--- src/rtl/lsu_trigger_ctl.sv ---
// LSU trigger sequencer: qualifies and chains dc3 trigger matches, carries them to dc5, and raises the exception or debug-halt request.
// Optional per-trigger saturating hit counters are built when LSU_TRIG_HITCNT_EN is defined.
module lsu_trigger_ctl #(
  parameter int NTRIG = 4,
  parameter int CNT_W = 16
) (
  input  logic                   clk,
  input  logic                   rst_l,
  input  logic [NTRIG-1:0]       lsu_trigger_match_dc3,
  input  logic                   lsu_valid_dc3,
  input  logic [NTRIG-1:0]       trig_en,
  input  logic [1:0]             trig_chain,
  input  logic [NTRIG-1:0]       trig_action,
  input  logic                   flush_dc4,
  input  logic                   flush_dc5,
  input  logic                   dbg_mode,
  input  logic                   dbg_halt_ack,
  input  logic                   dbg_resume,
  output logic [NTRIG-1:0]       lsu_trigger_match_dc5,
  output logic [NTRIG-1:0]       lsu_trigger_hit_set,
  output logic                   lsu_trigger_exc_dc5,
  output logic                   lsu_trigger_halt_req,
  output logic [NTRIG*CNT_W-1:0] lsu_trigger_hitcnt
);

  localparam logic [1:0] IDLE      = 2'd0;
  localparam logic [1:0] HALT_PEND = 2'd1;
  localparam logic [1:0] HALTED    = 2'd2;

  logic [1:0]       state, state_nxt;
  logic [NTRIG-1:0] m3, m3_chained;
  logic [NTRIG-1:0] dc4_q, dc5_q;
  logic [NTRIG-1:0] v5;

  // New matches are only accepted while no halt handshake is in flight.
  assign m3 = lsu_trigger_match_dc3 & trig_en
            & {NTRIG{lsu_valid_dc3 & ~dbg_mode & (state == IDLE)}};

  always_comb begin
    m3_chained = m3;
    if (trig_chain[0]) m3_chained[1:0] = {2{m3[0] & m3[1]}};
    if (trig_chain[1]) m3_chained[3:2] = {2{m3[2] & m3[3]}};
  end

  always_ff @(posedge clk or negedge rst_l) begin
    if (!rst_l) begin
      dc4_q <= '0;
      dc5_q <= '0;
    end else begin
      dc4_q <= m3_chained;
      dc5_q <= dc4_q & ~{NTRIG{flush_dc4}};
    end
  end

  assign v5                    = dc5_q & ~{NTRIG{flush_dc5}};
  assign lsu_trigger_match_dc5 = v5;
  assign lsu_trigger_hit_set   = v5;
  // A debug-action hit anywhere in the vector overrides any breakpoint exception.
  assign lsu_trigger_exc_dc5   = (|(v5 & ~trig_action)) & ~(|(v5 & trig_action));
  assign lsu_trigger_halt_req  = (state == HALT_PEND);

  // Draining entries still report while not IDLE but cannot restart the handshake.
  always_comb begin
    state_nxt = state;
    case (state)
      IDLE:      if (|(v5 & trig_action)) state_nxt = HALT_PEND;
      HALT_PEND: if (dbg_halt_ack)        state_nxt = HALTED;
      HALTED:    if (dbg_resume)          state_nxt = IDLE;
      default:                            state_nxt = IDLE;
    endcase
  end

  always_ff @(posedge clk or negedge rst_l) begin
    if (!rst_l) state <= IDLE;
    else        state <= state_nxt;
  end

`ifdef LSU_TRIG_HITCNT_EN
  logic [NTRIG*CNT_W-1:0] cnt_q;

  always_ff @(posedge clk or negedge rst_l) begin
    if (!rst_l) begin
      cnt_q <= '0;
    end else begin
      for (int i = 0; i < NTRIG; i++) begin
        if (v5[i] && (cnt_q[i*CNT_W +: CNT_W] != {CNT_W{1'b1}}))
          cnt_q[i*CNT_W +: CNT_W] <= cnt_q[i*CNT_W +: CNT_W] + 1'b1;
      end
    end
  end

  assign lsu_trigger_hitcnt = cnt_q;
`else
  assign lsu_trigger_hitcnt = '0;
`endif

endmodule

--- config.mk ---
export PLATFORM = sky130hd
export DESIGN_NAME = lsu_trigger_ctl
export DESIGN_NICKNAME = d
export VERILOG_FILES = /design/src/rtl/lsu_trigger_ctl.sv
export SDC_FILE = /design/constraint.sdc
export NUM_CORES = 1
export LEC_CHECK = 0
export ABC_AREA = 1
export CORE_AREA = 2 2 46 48
export DETAILED_ROUTE_END_ITERATION = 8
export DIE_AREA = 0 0 48 50
export DONT_BUFFER_PORTS = 1
export GPL_TIMING_DRIVEN = 0
export PLACE_DENSITY_LB_ADDON = 0.1
export RECOVER_POWER = 25
export SYNTH_ARGS = -nofsm -noshare
export SYNTH_HDL_FRONTEND = slang
export SYNTH_SLANG_ARGS = --single-unit
export TNS_END_PERCENT = 30
--- constraint.sdc ---
create_clock -name clk -period 0.9 [get_ports clk]
set_input_delay 0.18 -clock clk [delete_from_list [all_inputs] [get_ports clk]]
set_output_delay 0.18 -clock clk [all_outputs]
set_load 0.05 [all_outputs]
==> impl_metrics.csv <==
group,metric,value,unit
timing,rsz0062_at_grt,"true",
die,fp.dieArea,2400,sq um
critical_path,end_kind,"output pin",
detailed_routing,drc,0,
yosys,synthCells,145,
detailed_routing,wl_per_cell,7.19,um
placement,pre_cts_ws,-0.503,ns
run_status,violations,"negative setup slack",
placement,place_hpwl,1570,um
critical_path,startpoint_type,"flip-flop",
die,fp.dieW,48,um
layout,syn2layout_area_growth,36.8,%
pwr,p_leak,0.920,nW
die,ios,96,
run_status,status,"finished with violations",
pwr,p_per_area,1160,nW/um^2
die,dieHeight,50,um
placement,place_congestion,0.653,
timing,fin_crit_sh,189,%
die,start_util,54.7,%
timing,fin_crit,1.70,ns
timing,setup_viol,16,
critical_path,r2r-end,"state[1]",
yosys,ys_seq_elements,10,
layout,antenna_cells,0,
cts,root_buffer,"clkbuf_4",
global_routing,antenna_found_initial,0,
layout,layout_common_cells,"buf_4, conb_1, nand2_1",
cts,clkSlewWorstSetupHoldPaths,0.05,ns
yosys,syn_avg_cell_area,7.18,sq um
pwr,power,0.00166,W
pwr,power_frac_comb,55.3,%
hold_path,min_from,"dbg_resume",
cts,cts_htree_levels,1,
cts,clk-insertion-delay-late,0.25,ns
critical_path,worstSetupStartpoint,"dc5_q[1]",
pwr,power.switching,0.000822,W
pwr,switching_share,49.6,%
critical_path,crit_fanout,3,
critical_path,worstSetupPathType,"flip-flop to output pin",
detailed_routing,ant_nets,0,
pwr,p_clk_share,16.7,%
pwr,power_frac_seq,28.0,%
detailed_routing,drt-initial-drc-count,15,
timing,drv_slew,0,
hold_path,min_path_type,"input port to flip-flop",
global_routing,grt.total_usage,12.8,%
timing,finClkSkew,0.00183,ns
yosys,syn_area,1040,sq um
detailed_routing,vias,833,
global_routing,grt_pass1_wl,2230,um
layout,final_nets,238,
flow_run,maxCapViolCount,0,
layout,final_common_cell,"buf_4",
layout,layout.cells.non_filler,241,
cts,cts_buffer_depth,2,
global_routing,grt_pass1_vias,591,
timing,fin_ws,-0.802,ns
global_routing,grt-ovfl-total,0,
placement,port_buffers,0,
hold_path,min_delay_path_depth,1,
critical_path,r2r_cells,4,
detailed_routing,wl,1730,um
timing,fmax,587,MHz
pwr,internal-power,0.000836,W
detailed_routing,dr.pass1.iters,4,
die,core_area,1900,sq um
yosys,synth.distinct_cells,14,
layout,layout-drive-gt1-share,43.0,%
critical_path,cp.arrival,1.52,ns
cts,cts_tree,"built",
cts,cts.sinks,10,
critical_path,reg2reg_from,"state[0]",
placement,dp_cells,235,
timing,whs,0.0259,ns
yosys,ys_seq_area_share,24.0,%
cts,numCtsBuffers,3,
critical_path,r2r_setup_slack,-0.10,ns
detailed_routing,viasPerCell,3.46,
global_routing,grt_max_degree,11,
critical_path,required,0.72,ns
timing,final-hold-violation-count,0,
hold_path,holdPathEnd,"state[1]",
pwr,vdd_drop_max,821,uV
die,fp-row-count,16,
yosys,yosys_warnings,0,
worst max-delay path by stage:
stage	depth (start not counted)	slack (ns)	to
after floorplan	6	-0.43	lsu_trigger_exc_dc5
final	6	-0.80	lsu_trigger_exc_dc5
after global placement	6	-0.48	lsu_trigger_exc_dc5
after detailed placement	6	-0.50	lsu_trigger_exc_dc5
after CTS	6	-0.77	lsu_trigger_exc_dc5
after global routing	6	-0.87	lsu_trigger_exc_dc5
Yosys cell counts:
cell type | n | area share (%)
nand2_1 | 17 | 6.1
nand2_2 | 1 | 0.60
o31ai_1 | 1 | 0.72
conb_1 | 1 | 0.36
buf_4 | 68 | 49
nand3b_1 | 1 | 0.72
inv_1 | 12 | 4.3
nor2_4 | 1 | 1.1
dfrtp_1 | 10 | 24
o21ai_1 | 3 | 1.4
inv_2 | 8 | 2.9
nor2_1 | 17 | 6.1
nand4_1 | 1 | 0.60
nand3_1 | 4 | 1.9
through the flow:
stage / util, % / instance area (sq um) / setup TNS, ns
after floorplan: - / 1310 / -1.92
after global placement: 70.5 / 1340 / -2.29
after detailed placement: 70.5 / 1340 / -2.50
after CTS: 73.0 / 1390 / -4.80
after global routing: 74.9 / 1420 / -5.83
final: 74.9 / 1420 / -4.62
cells by family (layout without fill, tap and decap cells):
kind of cell | after synthesis | after routing | synth area share, %
compound gates | 4 | 4 | 2.16
buf+inv | 88 | 94 | 56.2
flops | 10 | 10 | 24.0
other cells | 1 | 64 | 0.360
simple gates | 42 | 42 | 17.2
worst max-delay path: stages, from the launching register on:
cell and delay [ns]:
dfrtp_1 0.36, inv_2 0.05, nor2_4 0.31, nand2_1 0.10, o21ai_1 0.11, nor2_2 0.07
nor2_4 0.27
cell type report:
type	count	area [sq um]
Fill cell	163	478
Multi-Input combinational cell	110	482
Timing Repair Buffer	3	27.5
Clock buffer	3	22.5
Buffer	68	529
Sequential cell	10	250
Inverter	20	78.8
Tap cell	27	33.8
flip-flops by register name (all words and copies together), names as in the netlist:
name and cells:
dc4_q 4, dc5_q 4, state 2
per-layer routing:
layer	vias to the layer above	part of all wire (%)	global-route usage (%)
li1	437	-	-
met1	335	30	11.9
met2	59	56	24.2
met3	2	13	5.49
met4	0	0.87	2.70
met5	-	0	0
power by group through the flow:
stage	logic, W	clock network [W]	registers, W
after CTS	0.000897	0.000289	0.000464
after global placement	0.000875	0	0.000471
after floorplan	0.000870	0	0.000471
after detailed placement	0.000879	0	0.000472
after global routing	0.000959	0.000319	0.000465
final	0.000917	0.000277	0.000464
repair_timing:
action	CTS	global route
gates resized for setup	2	8
setup buffers	0	1
pin swaps	2	2
hold buffers	2	0
endpoints found under the setup margin	16	16
hold endpoints to repair	14	0
No activity file was read; power rests on OpenSTA's default activity.
